[config.mk]
export PLATFORM = sky130hd
export DESIGN_NAME = pwm_carrier_cmp
export DESIGN_NICKNAME = d
export VERILOG_FILES = /design/src/rtl/PKG_pwm.sv /design/src/rtl/pwm_carrier_cmp.sv
export SDC_FILE = /design/constraint.sdc
export NUM_CORES = 1
export LEC_CHECK = 0
export ABC_CLOCK_PERIOD_IN_PS = 5550
export BUFFER_PORTS_ARGS = -buffer_cell sky130_fd_sc_hd__buf_2
export CORE_ASPECT_RATIO = 1.75
export CORE_MARGIN = 8
export CORE_UTILIZATION = 40
export DETAILED_ROUTE_END_ITERATION = 8
export SETUP_SLACK_MARGIN = 0.05
export SYNTH_ARGS = -nofsm -noshare
export SYNTH_HDL_FRONTEND = slang
export SYNTH_SLANG_ARGS = --single-unit
[constraint.sdc]
create_clock -name clk -period 5.55 [get_ports clk]
set_input_delay 0 -clock clk [delete_from_list [all_inputs] [get_ports clk]]
set_output_delay 0 -clock clk [all_outputs]
set_load 0.005 [all_outputs]
[src/rtl/PKG_pwm.sv]
// Shared PWM types used by the PWM carrier blocks.
package PKG_pwm;

  typedef enum logic {
    PWM_OFF = 1'b0,
    PWM_ON  = 1'b1
  } _pwm_onoff;

endpackage

[src/rtl/pwm_carrier_cmp.sv]
// PWM carrier (sawtooth/triangle) generator with shadowed period/compare,
// duty comparator and complementary gate outputs with programmable dead-time.
module pwm_carrier_cmp
  import PKG_pwm::*;
#(
  parameter int CNT_WIDTH = 16,
  parameter int DT_WIDTH  = 8
) (
  input  logic                 clk,
  input  logic                 reset,
  input  logic                 div_clk,
  input  _pwm_onoff            pwm_onoff,
  input  logic                 mode,
  input  logic [CNT_WIDTH-1:0] period,
  input  logic [CNT_WIDTH-1:0] compare,
  input  logic [DT_WIDTH-1:0]  deadtime,
  output logic [CNT_WIDTH-1:0] carrier,
  output logic                 pwm_h,
  output logic                 pwm_l,
  output logic                 period_end
);

  typedef enum logic {
    DIR_UP   = 1'b0,
    DIR_DOWN = 1'b1
  } dir_t;

  localparam logic [CNT_WIDTH-1:0] CNT_ONE = 1;
  localparam logic [DT_WIDTH-1:0]  DT_ONE  = 1;

  logic                 div_clk_q;
  logic                 tick;
  logic                 raw;
  logic                 raw_q;
  logic                 running;
  logic                 boundary;
  dir_t                 dir;
  dir_t                 dir_nxt;
  logic [CNT_WIDTH-1:0] period_sh;
  logic [CNT_WIDTH-1:0] compare_sh;
  logic [CNT_WIDTH-1:0] carrier_nxt;
  logic [DT_WIDTH-1:0]  dt_cnt;

  // div_clk is plain data; keep sampling it while idle so the first rise after
  // leaving PWM_OFF is seen as a genuine edge.
  always_ff @(posedge clk) begin
    if (reset) begin
      div_clk_q <= 1'b0;
    end else begin
      div_clk_q <= div_clk;
    end
  end

  always_comb begin
    carrier_nxt = carrier;
    dir_nxt     = dir;
    boundary    = 1'b0;
    if (mode == 1'b0) begin
      dir_nxt = DIR_UP;
      if (carrier >= period_sh) begin
        carrier_nxt = '0;
        boundary    = 1'b1;
      end else begin
        carrier_nxt = carrier + CNT_ONE;
      end
    end else if (period_sh == '0) begin
      carrier_nxt = '0;
      dir_nxt     = DIR_UP;
      boundary    = 1'b1;
    end else if (dir == DIR_UP) begin
      // ">=" lets the carrier turn around even if a shadow load shrank the period
      if (carrier >= period_sh) begin
        dir_nxt     = DIR_DOWN;
        carrier_nxt = carrier - CNT_ONE;
      end else begin
        carrier_nxt = carrier + CNT_ONE;
      end
    end else begin
      if (carrier == '0) begin
        dir_nxt     = DIR_UP;
        carrier_nxt = carrier + CNT_ONE;
        boundary    = 1'b1;
      end else begin
        carrier_nxt = carrier - CNT_ONE;
      end
    end
  end

  always_ff @(posedge clk) begin
    if (reset || pwm_onoff == PWM_OFF) begin
      tick       <= 1'b0;
      carrier    <= '0;
      dir        <= DIR_UP;
      period_sh  <= period;
      compare_sh <= compare;
      period_end <= 1'b0;
      raw        <= 1'b0;
      raw_q      <= 1'b0;
      running    <= 1'b0;
      dt_cnt     <= '0;
      pwm_h      <= 1'b0;
      pwm_l      <= 1'b0;
    end else begin
      tick       <= div_clk & ~div_clk_q;
      raw        <= (carrier < compare_sh);
      raw_q      <= raw;
      period_end <= tick & boundary;
      if (tick) begin
        carrier <= carrier_nxt;
        dir     <= dir_nxt;
        if (boundary) begin
          period_sh  <= period;
          compare_sh <= compare;
        end
      end

      // dt_cnt holds the number of all-low cycles still owed, counting the current one
      if (!running) begin
        running <= 1'b1;
        dt_cnt  <= deadtime;
        pwm_h   <= 1'b0;
        pwm_l   <= 1'b0;
      end else if (raw != raw_q) begin
        dt_cnt <= deadtime;
        pwm_h  <= (deadtime == '0) && raw;
        pwm_l  <= (deadtime == '0) && !raw;
      end else if (dt_cnt > DT_ONE) begin
        dt_cnt <= dt_cnt - DT_ONE;
        pwm_h  <= 1'b0;
        pwm_l  <= 1'b0;
      end else begin
        dt_cnt <= '0;
        pwm_h  <= raw;
        pwm_l  <= ~raw;
      end
    end
  end

endmodule

==> results.yml, run 1 <==
place:
  dpl.cell_count: 605
  place_congestion: 0.828
  dpl.hpwl_mm: 7.90
  port_buffers: 63
drt:
  firstDrtPassIters: 5
  drc: 0
  vias: 3641
  post_drt_wl_per_cell_um: 16.2
  drt-initial-drc-count: 198
  vias_per_cell: 5.48
  antenna_left: 0
  postRouteWirelength_mm: 10.8
timing:
  rsz0062_at_grt: "false"
  report.final.slew_viol_count: 0
  worst_slew_pin_slew_ns: 0.819
  fmax_mhz: 316
  finalSetupTns_ns: 0
  setup_violations: 0
  relSlewSlack_pct: 44.9
  skew_ns: 0.00612
  hold_viol_final: 0
  finalCritPeriodShare_pct: 57.0
  whs_ns: 0.0963
  fin_crit_ns: 3.16
worst_setup_path:
  crit_path_cell_trace: "ha_1 > a211oi_1 > o21ai_0 > a22oi_1 > nand2_1 > nor2_1 > o21ai_2 > buf_4"
  cp.arrival_ns: 3.21
  crit_fanout: 32
  max_stage_delay_ns: 0.62
  critPathLaunch: "carrier[9]$_SDFFE_PN0P_"
  cp.required_ns: 5.60
  start_kind: "flip-flop"
  crit_path_top_delay_cell: "dfxtp_1"
  r2r-start: "carrier[9]$_SDFFE_PN0P_"
  worst_setup_path_end_kind: "flip-flop"
  worstSetupPathType: "reg2reg"
floorplanning:
  core_sq_um: 9790
  chipHeight_um: 148
  initial_core_util_pct: 40.6
  dieWidth_um: 91.3
  ioPinCount: 64
  num_rows: 48
  die_area_sq_um: 13500
power:
  peakVddDrop_mv: 0.175
  clock_power_share_pct: 47.4
  combPwrFrac_pct: 10.2
  switching_share_pct: 22.0
  p_int_w: 0.000995
  leakage_nw: 2.26
  seqPwrFrac_pct: 42.4
  finalPower_w: 0.00127
  power_switching_w: 0.000280
  powerDensity_nw_per_um2: 248
logic_synthesis:
  ys_warn_count: 0
  async_reset_ff_share_pct: 0
  seq_area_frac_synth_pct: 40.8
  synth_top_area_share_pct: 24.2
  synth_top_area_cell: "edfxtp_1"
  synth_edf_count: 32
  ys.flop_type: "dfxtp_1"
  avgSynthCellArea_sq_um: 9.22
  synth_area_leaders: "edfxtp_1 24%, dfxtp_1 17%, ha_1 11%"
  syn_area_sq_um: 3970
  synthCells: 431
  synthesis.nets: 512
  synth.distinct_cells: 61
  ys_ff_latch: 65
cts:
  insertion_delay_ns: 0.34
  clock_tree.htree_level_count: 3
  clock_tree.buffer_depth: 2
  cts_inserted_buffers: 9
  cts_tree: "yes"
  clock_sinks: 65
  cts_root_buf: "clkbuf_16"
  cts_setup_buffers: 0
  clk_pin_slew_ns: 0.05
hold_path:
  worstHoldStart: "div_clk"
  min_path_type: "in2reg"
layout:
  final_cell_count_no_fill: 664
  drive_above_1_share_pct: 17.1
  antennaDiodeCount: 0
  syn_to_final_growth_pct: 29.4
  final_nets: 615
global_routing:
  antenna_found_initial: 0
  grt_max_degree: 33
  overflow: 0
  grt_pass1_vias: 3761
  grt.total_usage_pct: 16.4
  grt_pass1_wl_mm: 17.6
run_status:
  status: "complete, no violations"
job:
  drv_cap: 0
==> power groups by stage <==
stage          sequential [W]  clock [W]  combinational [W]
5_1_grt              0.000542   0.000639           0.000146
3_3_place_gp         0.000549          0           0.000104
3_5_place_dp         0.000550          0           0.000107
2_1_floorplan        0.000546          0          0.0000690
6_report             0.000540   0.000605           0.000130
4_1_cts              0.000540   0.000615           0.000130
==> cell families (layout without fill, tap and decap cells) <==
logic type	count (synthesis)	count (layout)	share of synthesized area, %
xor+xnor	14	14	3.09
buf+inv	62	170	6.27
simple gates	153	153	20.4
mux	9	9	2.33
fa+ha+maj	36	36	11.3
compound gates	92	92	15.7
flops	65	65	40.8
==> path summary, 6_finish.rpt <==
| kind | cells past startpoint | to | slack, ns |
|---|---|---|---|
| setup reg to reg | 8 | period_sh[2]$_DFFE_PP_ | 2.39 |
| setup / recovery | 8 | period_sh[2]$_DFFE_PP_ | 2.39 |
| hold reg to reg | 2 | pwm_l$_SDFF_PP0_ | 0.47 |
| hold / removal | 3 | tick$_SDFF_PN0_ | 0.1 |
==> worst max-delay path: cells and delay by family, from the launching register on <==
kind | cells | cell delay, ns
fa+ha+maj | 1 | 0.33
simple gates | 2 | 0.66
compound gates | 4 | 0.98
flops | 1 | 0.62
buf+inv | 1 | 0.27
==> routing by layer <==
layer | global-route usage [%] | vias to the layer above | part of all wire, %
met1 | 16.0 | 1722 | 36
li1 | - | 1783 | -
met5 | 0 | - | 0
met2 | 30.7 | 109 | 55
met4 | 9.89 | 0 | 3.9
met3 | 3.20 | 27 | 4.8
==> state kept, by name, summed over array words and instances (netlist names) <==
signal,count
period_sh,16
pwm_h,1
period_end,1
running,1
div_clk_q,1
compare_sh,16
raw_q,1
dir,1
pwm_l,1
dt_cnt,8
raw,1
tick,1
carrier,16
==> metrics by stage <==
stage	worst slack (ns)	util, %	cell area, sq um
after floorplan	0.984	-	3970
after global placement	2.48	44.8	4390
after detailed placement	2.41	44.8	4390
after CTS	2.37	52.5	5140
after global routing	2.16	52.5	5140
final	2.39	52.5	5140
==> synth_stat cells (3+ instances only) <==
cell	number
o21ai_0	17
dfxtp_1	33
inv_1	44
and3_1	3
nor3b_1	3
a211oi_1	5
ha_1	36
clkbuf_1	13
nor2b_1	3
nor4_1	6
or4_1	8
o211ai_1	3
xnor2_1	10
mux2i_1	7
nand2b_1	6
xor2_1	4
nor4b_1	3
nand3_1	13
edfxtp_1	32
a221oi_1	4
a22oi_1	5
a21o_1	7
nor3_1	22
nor2_1	35
nand2_1	29
nand4_1	10
a21oi_1	29
==> layout by cell type (no fill, tap or decap), types with 3 or more instances in the layout <==
cell type | netlist | routed
nand2_1 | 29 | 29
nand2b_1 | 6 | 6
buf_4 | 0 | 3
xor2_1 | 4 | 4
nor4_1 | 6 | 6
nor4b_1 | 3 | 3
nor3_1 | 22 | 22
ha_1 | 36 | 36
and3_1 | 3 | 3
edfxtp_1 | 32 | 32
buf_2 | 1 | 63
inv_1 | 44 | 44
xnor2_1 | 10 | 10
dlygate4sd3_1 | 0 | 43
a22oi_1 | 5 | 5
a21oi_1 | 29 | 29
nand4_1 | 10 | 10
a21o_1 | 7 | 7
nand3_1 | 13 | 13
o211ai_1 | 3 | 3
dfxtp_1 | 33 | 33
a211oi_1 | 5 | 5
nor2_1 | 35 | 35
nor2b_1 | 3 | 3
a221oi_1 | 4 | 4
or4_1 | 8 | 8
nor3b_1 | 3 | 3
clkbuf_16 | 0 | 9
mux2i_1 | 7 | 7
o21ai_0 | 17 | 16
==> cell type report <==
cell class	count	area, sq um
clock inverter	6	81.3
multi-input combinational	304	2110
tap	125	156
clock buffer	10	239
sequential	65	1620
fill	913	4650
inverter	45	169
timing repair buffer	109	768
==> timing repair <==
item | in CTS | in global routing
resized for setup | 0 | 0
hold buffers | 43 | 0
hold endpoints to repair | 42 | 0
Power figures use the tool's default switching activity.
==> run 2: changes to the inputs <==
--- a/config.mk
+++ b/config.mk
@@ -5,7 +5,7 @@
 export SDC_FILE = /design/constraint.sdc
 export NUM_CORES = 1
 export LEC_CHECK = 0
-export ABC_CLOCK_PERIOD_IN_PS = 5550
+export ABC_CLOCK_PERIOD_IN_PS = 2600
 export BUFFER_PORTS_ARGS = -buffer_cell sky130_fd_sc_hd__buf_2
 export CORE_ASPECT_RATIO = 1.75
 export CORE_MARGIN = 8
==> constraint.sdc (replaced) <==
create_clock -name clk -period 2.6 [get_ports clk]
set_input_delay 0 -clock clk [delete_from_list [all_inputs] [get_ports clk]]
set_output_delay 0 -clock clk [all_outputs]
set_load 0.005 [all_outputs]
==> run 2 against run 1 <==
Effect of this change:
- first-iteration DRC count grew 39%
- combinational power grew to 2.7 times the previous value
- maximum frequency grew 23%
- clock-buffer cell count grew 3
==> results.yml, run 2 (synthesis gave the netlist of run 1 again) <==
worst_setup_path:
  crit_fanout: 8
  max_stage_delay_ns: 0.50
  path_delay_family: "simple AND/OR/NAND/NOR gates"
  crit_path_cell_trace: "buf_6 > or4_4 > or3_4 > nor3b_4 > a31oi_4 > buf_6 > mux2i_1 > a2bb2oi_1 > o22ai_1"
  cp.arrival_ns: 2.79
  cp.required_ns: 2.82
  critPathBufInv: 2
  worst_setup_path_end_kind: "flip-flop"
  worstSetupPathType: "reg2reg"
  crit_path_top_delay_cell: "or4_4"
  start_kind: "flip-flop"
  path_common_cell: "buf_6"
global_routing:
  overflow: 0
  grt_pass1_vias: 4011
  grt.total_usage_pct: 18.0
  antenna_found_initial: 0
  grt_pass1_wl_mm: 19.3
  grt_max_degree: 33
power:
  leakage_nw: 2.60
  peakVddDrop_mv: 0.374
  powerDensity_nw_per_um2: 440
timing:
  skew_ns: 0.00965
  whs_ns: 0.0730
  fin_crit_ns: 2.57
  finalCritPeriodShare_pct: 98.9
  hold_viol_final: 0
  report.final.slew_viol_count: 0
  setup_violations: 0
  relSlewSlack_pct: 52.7
  rsz0062_at_grt: "true"
  worst_slew_pin_slew_ns: 0.700
  fmax_mhz: 389
floorplanning:
  initial_core_util_pct: 40.6
  core_sq_um: 9790
  dieWidth_um: 91.3
  chipHeight_um: 148
  num_rows: 48
  ioPinCount: 64
  die_area_sq_um: 13500
cts:
  insertion_delay_ns: 0.34
  clock_sinks: 65
  clock_tree.buffer_depth: 2
  cts_inserted_buffers: 9
  clock_tree.htree_level_count: 3
  cts_tree: "yes"
  cts_root_buf: "clkbuf_16"
  clk_pin_slew_ns: 0.06
place:
  dpl.hpwl_mm: 8.78
  place_congestion: 0.938
  port_buffers: 63
  placed_cell_area_sq_um: 4790
  dpl.cell_count: 655
layout:
  final_cell_mix: "63 x buf_2, 60 x buf_4, 43 x dlygate4sd3_1, 42 x inv_1, 35 x nor2_1"
  final_cell_count_no_fill: 729
  fin_area_sq_um: 5840
  antennaDiodeCount: 0
  final_nets: 680
  fin_util_pct: 59.7
  drive_above_1_share_pct: 30.8
  syn_to_final_growth_pct: 47.1
  reg_top3: "carrier x16, compare_sh x16, period_sh x16"
  final_common_cell: "buf_2"
job:
  drv_cap: 0
drt:
  drc: 0
  antenna_left: 0
  vias_per_cell: 5.36
  postRouteWirelength_mm: 12.3
  drt-initial-drc-count: 275
  firstDrtPassIters: 4
  post_drt_wl_per_cell_um: 16.9
  vias: 3906
hold_path:
  min_path_type: "in2reg"
run_status:
  status: "complete, no violations"
## run 2: final timing paths
path	depth (start not counted)	to	slack, ns	from
hold reg to reg	2	pwm_l$_SDFF_PP0_	0.47	running$_DFF_P_
setup / recovery	9	carrier[7]$_SDFFE_PN0P_	0.03	carrier[10]$_SDFFE_PN0P_
setup reg to reg	9	carrier[7]$_SDFFE_PN0P_	0.03	carrier[10]$_SDFFE_PN0P_
hold / removal	3	tick$_SDFF_PN0_	0.07	div_clk
## run 2: layer usage
metal | track usage, % | vias to the layer above | part of all wire [%]
met3 | 3.76 | 37 | 4.6
li1 | - | 1904 | -
met4 | 12.9 | 0 | 4.0
met5 | 0 | - | 0
met2 | 32.9 | 131 | 55
met1 | 17.4 | 1834 | 36
## run 2: stage by stage
| step | TNS, ns | power (W) | worst slack [ns] |
|---|---|---|---|
| after CTS | 0 | 0.00255 | 0.0184 |
| after detailed placement | -0.0633 | 0.00143 | -0.0471 |
| after global routing | -0.171 | 0.00267 | -0.0482 |
| after global placement | 0 | 0.00142 | 0.000521 |
| after floorplan | -4.32 | 0.00131 | -0.135 |
| final | 0 | 0.00257 | 0.0288 |
## run 2: cell type report
| cell class | instances | area [sq um] |
|---|---|---|
| clock buffer | 13 | 240 |
| sequential | 65 | 1630 |
| multi-input combinational | 304 | 2300 |
| clock inverter | 3 | 17.5 |
| inverter | 45 | 169 |
| timing repair buffer | 174 | 1330 |
| tap | 125 | 156 |
| fill | 823 | 3950 |
## run 2: tightest hold or removal path: stages
cell and delay, ns:
buf_2 0.07, nor2b_1 0.13, and3b_1 0.17
## run 2: what timing repair did
| action | CTS | global route |
|---|---|---|
| gates resized for setup | 7 | 34 |
| endpoints found under the setup margin | 43 | 47 |
| hold buffers | 43 | 0 |
| gates cloned | 0 | 3 |
| hold endpoints to repair | 42 | 0 |
| buffers inserted | 3 | 9 |
| pin swaps | 4 | 8 |
## run 2: report_power, final
group          total, W  switching (W)  internal (W)
sequential      0.00115      0.0000215       0.00113
combinational  0.000350       0.000162      0.000188
clock           0.00107       0.000431      0.000642
total           0.00257       0.000615       0.00196
